[src/rtl/fifo_wr_arbiter.sv]
// Round-robin write arbiter: four requesters share one fifo write port,
// each grant lasting up to BURST words, with stall on fifo_full.
module fifo_wr_arbiter #(
    parameter int d_w   = 8,
    parameter int BURST = 4
) (
    input  logic             clk,
    input  logic             rst,
    input  logic [3:0]       req,
    input  logic [4*d_w-1:0] req_data,
    output logic [3:0]       gnt,
    output logic [3:0]       ack,
    input  logic             fifo_full,
    output logic             fifo_write,
    output logic [d_w-1:0]   fifo_data_in
);

    localparam int CW = $clog2(BURST) + 1;

    typedef enum logic [0:0] {
        IDLE  = 1'b0,
        GRANT = 1'b1
    } state_t;

    state_t          state_r, state_nx_s;
    logic [3:0]      gnt_r, gnt_nx_s;
    logic [1:0]      gidx_r, gidx_nx_s;
    logic [1:0]      rr_ptr_r, rr_ptr_nx_s;
    logic [CW-1:0]   cnt_r, cnt_nx_s;
    logic [1:0]      pick_idx_s;
    logic            pick_vld_s;
    logic            write_s;
    logic            last_s;

    // Round-robin pick: scan downward so the requester closest to rr_ptr wins.
    always_comb begin
        pick_idx_s = rr_ptr_r;
        pick_vld_s = 1'b0;
        for (int i = 3; i >= 0; i--) begin
            if (req[rr_ptr_r + 2'(i)]) begin
                pick_idx_s = rr_ptr_r + 2'(i);
                pick_vld_s = 1'b1;
            end else begin
                pick_vld_s = pick_vld_s;
            end
        end
    end

    // Write strobe; reset overrides every other input.
    always_comb begin
        write_s = (state_r == GRANT) && req[gidx_r] && !fifo_full && !rst;
        last_s  = (cnt_r == CW'(BURST - 1));
    end

    // Next-state logic; a release always advances the pointer past the owner.
    always_comb begin
        state_nx_s  = state_r;
        gnt_nx_s    = gnt_r;
        gidx_nx_s   = gidx_r;
        rr_ptr_nx_s = rr_ptr_r;
        cnt_nx_s    = cnt_r;
        case (state_r)
            IDLE: begin
                if (pick_vld_s) begin
                    state_nx_s = GRANT;
                    gidx_nx_s  = pick_idx_s;
                    gnt_nx_s   = 4'b0001 << pick_idx_s;
                    cnt_nx_s   = '0;
                end else begin
                    gnt_nx_s   = 4'b0000;
                end
            end
            GRANT: begin
                if (!req[gidx_r]) begin
                    state_nx_s  = IDLE;
                    gnt_nx_s    = 4'b0000;
                    rr_ptr_nx_s = gidx_r + 2'd1;
                end else if (fifo_full) begin
                    state_nx_s  = GRANT;
                end else begin
                    cnt_nx_s = cnt_r + CW'(1);
                    if (last_s) begin
                        state_nx_s  = IDLE;
                        gnt_nx_s    = 4'b0000;
                        rr_ptr_nx_s = gidx_r + 2'd1;
                    end else begin
                        state_nx_s  = GRANT;
                    end
                end
            end
            default: begin
                state_nx_s = IDLE;
                gnt_nx_s   = 4'b0000;
            end
        endcase
    end

    // State registers with synchronous reset.
    always_ff @(posedge clk) begin
        if (rst) begin
            state_r  <= IDLE;
            gnt_r    <= 4'b0000;
            gidx_r   <= 2'd0;
            rr_ptr_r <= 2'd0;
            cnt_r    <= '0;
        end else begin
            state_r  <= state_nx_s;
            gnt_r    <= gnt_nx_s;
            gidx_r   <= gidx_nx_s;
            rr_ptr_r <= rr_ptr_nx_s;
            cnt_r    <= cnt_nx_s;
        end
    end

    // Output mapping.
    always_comb begin
        gnt        = gnt_r;
        fifo_write = write_s;
        ack        = write_s ? gnt_r : 4'b0000;
        if (state_r == GRANT) begin
            fifo_data_in = req_data[gidx_r*d_w +: d_w];
        end else begin
            fifo_data_in = '0;
        end
    end

endmodule

[config.mk]
export PLATFORM = sky130hd
export DESIGN_NAME = fifo_wr_arbiter
export DESIGN_NICKNAME = d
export VERILOG_FILES = /design/src/rtl/fifo_wr_arbiter.sv
export SDC_FILE = /design/constraint.sdc
export NUM_CORES = 1
export LEC_CHECK = 0
export CAP_MARGIN = 20
export CELL_PAD_IN_SITES_DETAIL_PLACEMENT = 2
export CELL_PAD_IN_SITES_GLOBAL_PLACEMENT = 2
export CORE_MARGIN = 8
export CORE_UTILIZATION = 25
export CTS_CLUSTER_DIAMETER = 50
export DETAILED_ROUTE_END_ITERATION = 16
export DONT_BUFFER_PORTS = 1
export PLACE_DENSITY_LB_ADDON = 0.1
export SYNTH_ARGS = -nofsm -noshare
export SYNTH_HDL_FRONTEND = slang
export SYNTH_SLANG_ARGS = --single-unit
[constraint.sdc]
create_clock -name clk -period 1.87 [get_ports clk]
set_clock_uncertainty 0.05 [all_clocks]
set_input_delay 0.187 -clock clk [delete_from_list [all_inputs] [get_ports clk]]
set_output_delay 0.187 -clock clk [all_outputs]
set_load 0.03 [all_outputs]
# Word-level counts from Yosys, hierarchy flattened

Cells that the tools add are included.

Bits in registers: 12
Input port bits: 39
Output and inout bits: 17
Logic and storage cells: 72

Add/sub/neg operators: 5
Magnitude comparators: 5
Equality and inequality tests: 8
Shifts and indexed selects: 2
Multiplexer cells: 37
Bitwise logic cells: 1
Reduce and logical (&&, ||, !) cells: 9

Operator list:

| cell                                                                    | count |
|---|---|
| 32-bit by 6-bit variable part select with 8-bit output                  | 1 |
| 4-bit 2-to-1 mux                                                        | 5 |
| 2-bit by 3-bit < comparator with 1-bit output, second input constant    | 5 |
| 2-bit 2-to-1 mux                                                        | 7 |
| 1-bit 2-to-1 mux                                                        | 13 |
| 1-bit binary-select mux with 2-bit select                               | 5 |
| 3-bit 2-to-1 mux                                                        | 3 |
| 8-bit 2-to-1 mux                                                        | 1 |
| 2-bit inequality test, second input constant                            | 4 |
| 4-bit case mux with 2 select lines                                      | 1 |
| 3-bit inequality test, second input constant                            | 2 |
| 3-bit case mux with 2 select lines                                      | 1 |
| 3-bit AND reduction                                                     | 2 |
| 2-bit by 1-bit adder with 2-bit output, second input constant           | 2 |
| 2-bit adder, second input constant                                      | 2 |
| 2-bit AND reduction                                                     | 2 |
| 1-bit by 2-bit << shifter with 4-bit output, first input constant       | 1 |
| 3-bit by 1-bit adder with 3-bit output, second input constant           | 1 |
| 3-bit by 2-bit == test with 1-bit output, second input constant         | 1 |
| 1-bit logical AND                                                       | 3 |
| 1-bit zero test                                                         | 2 |
| 2-bit by 1-bit inequality test with 1-bit output, second input constant | 1 |
| 1-bit case mux with 2 select lines                                      | 1 |
| 1-bit NOT                                                               | 1 |

# Logic depth before layout (Yosys ltp)

Gate-level depths: netlist of the first run.

Word-level depth: 10
Depth in mapped cells: 7
Gate-level depth less buffers: 7

# Least setup slack after synthesis of the first run

OpenSTA, ideal clock, no wires.

Path kind: reg-to-output
Start point: reg gidx_r[1]
End point: out ack[0]
Arrival time: 1.733 ns
Required time: 1.633 ns
Path slack: -0.100 ns
Cell stages (with the launch flop): 5
Path buffers: 0
Cell sequence: dfxtp_1 > mux4_2 > nand3b_2 > nor2_1 > and2_1

Longest elaborated chain between the ends: 6

RTL lines:

| element                                   | RTL line | RTL |
|---|---|---|
| from (decl)                               | 27       | `logic [1:0] gidx_r, gidx_nx_s;` |
| from (signal assigned)                    | 109      | `gidx_r <= gidx_nx_s;` |
| 1-bit binary-select mux with 2-bit select | 51       | `write_s = (state_r == GRANT) && req[gidx_r] && !fifo_full && !rst;` |
| 1-bit 2-to-1 mux (not written as such)    | 51       |  |
| 1-bit logical AND (3 in a row)            | 51       |  |
| via fifo_write                            | 14       | `output logic fifo_write,` |
| 4-bit 2-to-1 mux                          | 119      | `ack = write_s ? gnt_r : 4'b0000;` |
| to (decl)                                 | 12       | `output logic [3:0] ack,` |

The timed path passes the listed nets, and every way through them passes these cells. The select of a mux whose other input is x is not followed.

# Final worst setup path of the first run

Start point: reg gidx_r[1]
End point: out ack[1]

Longest elaborated chain between the ends: 6

RTL lines:

| element                                   | RTL line |
|---|---|
| 1-bit binary-select mux with 2-bit select | 51 |
| 1-bit 2-to-1 mux (not written as such)    | 51 |
| 1-bit logical AND (3 in a row)            | 51 |
| 4-bit 2-to-1 mux                          | 119 |

No other way between the ends. The select of a mux whose other input is x is not followed.

==> results of run 1 <==
==> power groups by stage <==
| stage | clock, mW | combinational, mW | sequential [mW] |
|---|---|---|---|
| after CTS | 0.262 | 0.254 | 0.309 |
| final | 0.249 | 0.269 | 0.311 |
| after detailed placement | 0 | 0.234 | 0.314 |
| after floorplan | 0 | 0.200 | 0.306 |
| after global placement | 0 | 0.229 | 0.312 |
| after global routing | 0.272 | 0.293 | 0.314 |
==> worst max-delay path by stage <==
stage,start,end,slack (ns),depth (start not counted)
after floorplan,gidx_r[1],ack[0],0.09,4
after global placement,gidx_r[1],ack[2],0.15,5
after detailed placement,gidx_r[1],ack[1],0.08,5
after CTS,gidx_r[0],fifo_data_in[6],0.002,3
after global routing,gidx_r[1],ack[0],-0.02,5
final,gidx_r[1],ack[1],0.02,5
==> cell usage in the layout (no fill, tap or decap), types with 2 or more instances in the layout <==
master,n
and2_1,10
dfxtp_1,10
mux4_2,9
nor2_1,9
buf_4,9
a21oi_1,6
inv_1,5
nand2_1,5
buf_6,4
nand3_1,3
clkbuf_8,3
and2_2,2
nor2b_1,2
nor3_1,2
a22oi_1,2
o31ai_1,2
a211oi_1,2
ha_1,2
dfxtp_2,2
dlygate4sd3_1,2
==> metal layers <==
metal / GRT usage [%] / wire length (um) / vias up
met4: 4.04 / 41 / 0
li1: - / - / 382
met1: 10.8 / 1210 / 408
met5: 0 / 0 / -
met2: 20.5 / 1730 / 16
met3: 4.55 / 198 / 5
==> registers in the layout, summed over array words and instances, names as in the netlist <==
register,cells
gidx_r,2
state_r,1
gnt,4
rr_ptr_r,2
cnt_r,3
==> tightest hold or removal path, cell delays in order <==
cell and delay (ns):
nor2_1 0.04, nand2_1 0.06, o31ai_1 0.06
==> kinds of logic after synthesis <==
family	after synthesis
and+or+nand+nor	39
DFF	12
xor gates and xnor gates	1
adders and majority gates	2
AOI/OAI and AO/OA	21
muxes	10
buffers and inverters	10
==> timing repair <==
action                     in CTS  in global routing
hold endpoints to repair       11                  0
pin swaps                       1                  1
hold buffers                    2                  0
cloned                          0                  1
setup endpoints to repair      13                 12
resized for setup               5                  6
buffers inserted                3                  3
==> layout make-up <==
| type | count | share of cell area, % |
|---|---|---|
| clock buffer | 3 | 3.49 |
| inverter | 5 | 1.59 |
| multi-input combinational | 73 | 54.8 |
| sequential | 12 | 20.5 |
| tap | 48 | 5.07 |
| timing repair buffer | 17 | 14.6 |
==> metrics by stage <==
stage	power, mW	setup WS [ns]	area, um2	hold slack [ns]
2_1_floorplan	0.507	0.0870	923	0.241
3_3_place_gp	0.541	0.147	1020	0.210
3_5_place_dp	0.547	0.0771	1020	0.211
4_1_cts	0.825	0.00227	1120	0.0926
5_1_grt	0.879	-0.0194	1180	0.112
6_report	0.830	0.0242	1180	0.0969
==> flow_metrics.tcl, run 1 <==
set metrics [dict create \
    clockBufferDepth 2 \
    cts_max_level 1 \
    p_seq_share_pct 37.5 \
    die_h_um 76.7 \
    critPathKind "reg2out" \
    rsz0062_at_grt "yes" \
    crit_arrival_ns 1.61 \
    fillers 404 \
    post-route-period-util_pct 98.7 \
    ant_nets 0 \
    drc 0 \
    crit_buf_inv 1 \
    cp-start-kind "register" \
    num_rows 22 \
    dpl.cell_count 146 \
    portBuffers 0 \
    switching_share_pct 33.7 \
    synth_area_um2 921 \
    crit_slowest_cell "mux4_2" \
    synth_nets 136 \
    p_per_area_nw_per_um2 701 \
    required_ns 1.63 \
    syn_to_final_growth_pct 28.5 \
    ff_latch_area_um2 243 \
    grt_usage_pct 11.1 \
    n_antenna_cell 0 \
    cts_made_buffers 3 \
    clock_latency_ns 0.25 \
    synthArstFlopShare_pct 0 \
    ys_ff_latch 12 \
    via_count 811 \
    slowest_delay_ns 0.55 \
    min_from "rst" \
    min_period_ns 1.85 \
    antenna_found_initial 0 \
    p_switching_mw 0.279 \
    timing_hold_violations_final 0 \
    cts.clk_slew.worst_paths_ns 0.06 \
    synth-seq-area-share_pct 26.1 \
    timing.max_cap.violations 0 \
    dp_hpwl_mm 2.54 \
    finalNonFillerCells 158 \
    start_util_pct 25.5 \
    grt_pass1_wl_mm 5.20 \
    synthAdderAreaFrac_pct 2.72 \
    tritoncts "built" \
    synth.area.mux_share_pct 23.1 \
    worstReg2RegEnd "rr_ptr_r[0]" \
    synth.avg_cell_area_um2 9.69 \
    hold_path.class "in2reg" \
    ff2ff_path_depth 5 \
    grt_max_degree 12 \
    core-area_um2 3610 \
    gpl.final_weighted_congestion 0.708 \
    synthCells 95 \
    viasPerCell 5.13 \
    holdPathEnd "gnt[3]" \
    worst_pin_slew_ns 0.538 \
    whs_path_depth 3 \
    cts.sinks 12 \
    ys.flop_type "dfxtp_1" \
    tns_ns 0 \
    synth_top_family_by_area "multiplexers" \
    fmax_mhz 542 \
    gr-total-overflow 0 \
    dr.pass1.iters 4 \
    synthXorXnorAreaFrac_pct 0.951 \
    drt_iter0_markers 15 \
    synth-compound-area-share_pct 19.6 \
    synth_edf_count 0 \
    final_util_pct 32.8 \
    synthDistinctLibCells 33 \
    yosysTopAreaCellShare_pct 26.1 \
    ys_top_cells_by_area "dfxtp_1 (26%), mux4_2 (22%), and2_1 (8.2%), nor2_1 (4.1%), a21oi_1 (3.3%)" \
    power_leakage_nw 0.446 \
    pwr-share-clk_pct 30.0 \
    multiInputGateArea_um2 648 \
    synth_area_leader_cell "dfxtp_1" \
    combPwrFrac_pct 32.5 \
    relSlewSlack_pct 64.0 \
    yosysWarnings 0 \
    crit_path_end_kind "output pin" \
    crit_path_cell_trace "mux4_2, nand3b_4, nor2_2, and2_1, buf_6" \
    rrSetupSlack_ns 0.21 \
    dieWidth_um 76.7 \
    ir_worst_vdd_mv 0.318 \
    worstReg2RegStart "gidx_r[1]" \
    cts_root_buf "clkbuf_8" \
    drive_above_1_share_pct 33.6 \
    totalWireLength_mm 3.19 \
    grt_pass1_vias 911 \
    final_nets 153 \
    synthSimpleGateAreaFrac_pct 22.6 \
    synth_commonest_cells "and2_1 (12), dfxtp_1 (12), nor2_1 (10)" \
    wire_per_inst_um 20.2 \
    outcome "finished clean" \
    pin_count 56 \
    finalSetupViolCount 0 \
    dieArea_um2 5880 \
    crit_fanout 5 \
    final_max_slew_viol_count 0 \
    cp_top_family "multiplexers" \
    power.internal_mw 0.550 \
]
Power figures use the tool's default switching activity.
==> inputs of run 2 (changes only) <==
- CORE_ASPECT_RATIO: unset -> 0.8
==> flow_metrics.tcl, run 2 (synthesized netlist as in run 1, its figures left out) <==
set metrics [dict create \
    use_met2_pct 18.0 \
    wire_per_inst_um 20.5 \
    gpl.final_weighted_congestion 0.668 \
    cts_made_buffers 3 \
    tns_ns 0 \
    worstReg2RegStart "gidx_r[1]" \
    cts_root_buf "clkbuf_8" \
    totalWireLength_mm 3.02 \
    grt_most_used_layer "met2" \
    tritoncts "built" \
    timing_hold_violations_final 0 \
    num_rows 19 \
    final_nets 147 \
    grt_pass1_vias 985 \
    min_period_ns 1.81 \
    worst_pin_slew_ns 0.571 \
    dieWidth_um 83.9 \
    viasPerCell 5.39 \
    dr.pass1.iters 4 \
    dp_slack_ns 0.110 \
    dp_hpwl_mm 2.46 \
    drc 0 \
    via_count 792 \
    crit_fanout 5 \
    portBuffers 0 \
    crit_buf_inv 1 \
    drt_iter0_markers 6 \
    pin_count 56 \
    p_per_area_nw_per_um2 749 \
    hold_path.class "in2reg" \
    dieArea_um2 5890 \
    crit_arrival_ns 1.57 \
    finalNonFillerCells 147 \
    relSlewSlack_pct 61.8 \
    stdcell_area_um2 1140 \
    mostFrequentLayoutCells "dfxtp_1 (11), mux4_2 (9), nor2_1 (9)" \
    whs_ns 0.117 \
    timing.max_cap.violations 0 \
    min_from "rst" \
    final_common_cell "dfxtp_1" \
    crit_start "gidx_r[1]" \
    grt_pass1_wl_mm 4.91 \
    start_util_pct 26.5 \
    setup_slack_ns 0.0603 \
    required_ns 1.63 \
    grt_usage_pct 10.4 \
    post-route-period-util_pct 96.8 \
    crit_path_end_kind "output pin" \
    clock_latency_ns 0.24 \
    antenna_found_initial 0 \
    gr-total-overflow 0 \
    critPathKind "reg2out" \
    cts_max_level 1 \
    finalPower_mw 0.852 \
    crit_path_cell_trace "mux4_2, nand3b_4, nor2_4, and2_4, buf_6" \
    multiInputGateArea_um2 663 \
    slowest_delay_ns 0.54 \
    ff_latch_area_um2 241 \
    outcome "finished clean" \
    grt.met1_usage_pct 10.5 \
    largest_register_ffs 4 \
    crit_slowest_cell "mux4_2" \
    power_leakage_nw 0.424 \
    dpl.cell_count 139 \
    n_antenna_cell 0 \
    final_util_pct 32.8 \
    fmax_mhz 553 \
    core-area_um2 3470 \
    ant_nets 0 \
    grt_max_degree 13 \
    fillers 389 \
    dpl-instance-area_um2 1000 \
    cp_top_family "multiplexers" \
    cts.sinks 12 \
    syn_to_final_growth_pct 23.6 \
    cts.clk_slew.worst_paths_ns 0.06 \
    clockBufferDepth 2 \
    cp-start-kind "register" \
    rsz0062_at_grt "no" \
    drive_above_1_share_pct 34.3 \
    die_h_um 70.3 \
    finalSetupViolCount 0 \
    gr-usage-met3_pct 4.98 \
    ir_worst_vdd_mv 0.185 \
    final_max_slew_viol_count 0 \
]
==> run 2: changes by cell type in the layout (fill, tap and decap cells not counted), sizes merged <==
cell | previous run | this run
buf | 14 | 10
dlygate4sd3 | 2 | 1
==> run 2: power by group <==
part | switching [mW] | total (mW) | internal (mW)
logic | 0.131 | 0.246 | 0.114
clock network | 0.107 | 0.293 | 0.186
registers | 0.0384 | 0.313 | 0.275
==> run 2: worst register-to-register path: stages, from the launching register on <==
cell     delay (ns)
dfxtp_2        0.33
mux4_2         0.54
buf_4          0.18
and3_1         0.18
a22oi_1        0.15
nor2_1         0.06
==> run 2: layer usage <==
metal | vias to the layer above | share of wire [%]
li1 | 371 | -
met1 | 376 | 41
met2 | 41 | 48
met3 | 4 | 9.5
met4 | 0 | 1.5
met5 | - | 0
==> run 2: cell type report <==
type | instances | share of cell area [%]
clock buffers | 4 | 4.84
inverters | 5 | 1.65
multi-input cells | 73 | 58.2
flip-flops and latches | 12 | 21.2
well taps | 42 | 4.62
repair buffers | 11 | 9.45
==> run 2: worst paths after layout <==
| kind | end | slack [ns] | cells after the start |
|---|---|---|---|
| worst max-delay path | ack[0] | 0.06 | 5 |
| worst min-delay path | gnt[2] | 0.12 | 3 |
| worst max register to register | gnt[0] | 0.24 | 5 |
| worst min register to register | cnt_r[1] | 0.42 | 2 |
==> run 2: repair_timing <==
action                     4_1_cts  5_1_grt
hold buffers                     1        0
setup buffers                    2        1
cloned                           0        0
hold endpoints to repair        12        0
gates resized for setup          3       12
setup endpoints to repair        5        8
==> inputs of run 3 (changes only) <==
- PLACE_DENSITY: unset -> 0.63
- PLACE_DENSITY_LB_ADDON: 0.1 -> unset
==> flow_metrics.tcl, run 3 (synthesized netlist as in run 1, its figures left out) <==
set metrics [dict create \
    crit_fanout 5 \
    worstReg2RegStart "gidx_r[1]" \
    cts_root_buf "clkbuf_8" \
    dieArea_um2 5890 \
    relSlewSlack_pct 64.5 \
    portBuffers 0 \
    rsz0062_at_grt "yes" \
    dieWidth_um 83.9 \
    crit_path_end_kind "output pin" \
    grt_max_degree 13 \
    p_per_area_nw_per_um2 733 \
    fmax_mhz 547 \
    drive_above_1_share_pct 34.9 \
    dpl.cell_count 139 \
    clock_latency_ns 0.24 \
    dp_slack_ns 0.102 \
    start_util_pct 26.5 \
    cp-start-kind "register" \
    timing_hold_violations_final 0 \
    clockBufferDepth 2 \
    worstReg2RegEnd "gnt[0]" \
    finalNonFillerCells 148 \
    dr.pass1.iters 4 \
    rrSetupSlack_ns 0.11 \
    wire_per_inst_um 20.9 \
    n_antenna_cell 0 \
    setup_slack_ns 0.0412 \
    cts_made_buffers 3 \
    timing.max_cap.violations 0 \
    ant_nets 0 \
    core-area_um2 3470 \
    cts_max_level 1 \
    ir_worst_vdd_mv 0.351 \
    drc 0 \
    cts.sinks 12 \
    die_h_um 70.3 \
    whs_path_depth 3 \
    ff2ff_path_depth 6 \
    antenna_found_initial 0 \
    cts.clk_slew.worst_paths_ns 0.05 \
    final_common_cell "dfxtp_1" \
    outcome "finished clean" \
    final_nets 148 \
    tritoncts "built" \
    via_count 803 \
    syn_to_final_growth_pct 25.7 \
    dp_hpwl_mm 2.47 \
    final_max_slew_viol_count 0 \
    drt_iter0_markers 41 \
    gr-total-overflow 0 \
    required_ns 1.63 \
    hold_path.class "in2reg" \
    worst_pin_slew_ns 0.530 \
    gpl.final_weighted_congestion 0.712 \
    critPathKind "reg2out" \
    grt_pass1_wl_mm 5.15 \
    viasPerCell 5.43 \
    mostFrequentLayoutCells "dfxtp_1 (10), mux4_2 (9), nor2_1 (9)" \
    largest_register_ffs 4 \
    power_leakage_nw 0.430 \
    min_period_ns 1.83 \
    totalWireLength_mm 3.09 \
    num_rows 19 \
    post-route-period-util_pct 97.8 \
    finalSetupViolCount 0 \
    min_from "rst" \
    pin_count 56 \
    grt_usage_pct 10.7 \
    crit_arrival_ns 1.59 \
    holdPathEnd "gnt[3]" \
    grt_pass1_vias 890 \
]
## run 3: changes by cell type in the layout (fill, tap and decap cells not counted), sizes merged
| cell | previous run | this run |
|---|---|---|
| clkbuf | 4 | 5 |
## run 3: per-stage QoR
step	power, mW	util (%)	setup TNS (ns)	instance area (um2)	hold slack [ns]
2_1_floorplan	0.507	-	0	923	0.241
3_3_place_gp	0.534	29.6	0	1030	0.211
3_5_place_dp	0.543	29.6	0	1030	0.211
4_1_cts	0.860	32.3	0	1120	0.0970
5_1_grt	0.907	33.3	-0.0374	1160	0.116
6_report	0.849	33.3	0	1160	0.0997
## run 3: worst max path at each step
| stage | end | cells past startpoint | from |
|---|---|---|---|
| after CTS | ack[0] | 5 | gidx_r[1] |
| after detailed placement | ack[1] | 5 | gidx_r[1] |
| after floorplan | ack[0] | 4 | gidx_r[1] |
| after global placement | ack[1] | 5 | gidx_r[1] |
| after global routing | ack[3] | 5 | gidx_r[1] |
| final | ack[3] | 5 | gidx_r[1] |
## run 3: timing repair
action,CTS,global route
resized for setup,4,9
buffers inserted,2,1
endpoints found under the setup margin,13,12
endpoints found under the hold margin,12,0
hold buffers,1,0
cloned,0,1
## run 3: area by class of cell
class                   instances  area [um2]
repair buffers                 12         129
clock buffers                   4        55.1
multi-input cells              73         659
inverters                       5        18.8
well taps                      42        52.6
flip-flops and latches         12         243
fillers                       383        2310
## run 3: per-layer routing
layer | global-route usage [%] | vias to the layer above | share of wire [%]
li1 | - | 380 | -
met1 | 11.3 | 407 | 38
met2 | 19.9 | 12 | 57
met3 | 3.13 | 4 | 3.9
met4 | 2.87 | 0 | 0.84
met5 | 0 | - | 0
## run 3: worst max-delay path: stages (launching register included)
cell	delay (ns)
dfxtp_2	0.34
mux4_2	0.54
nand3b_4	0.12
nor2_4	0.05
and2_1	0.16
buf_6	0.14
## run 3: where the power goes
group          total [mW]  switching, mW  leakage, nW  internal, mW
logic               0.249          0.132        0.302         0.117
registers           0.314         0.0385       0.0989         0.276
clock network       0.286         0.0994       0.0288         0.186
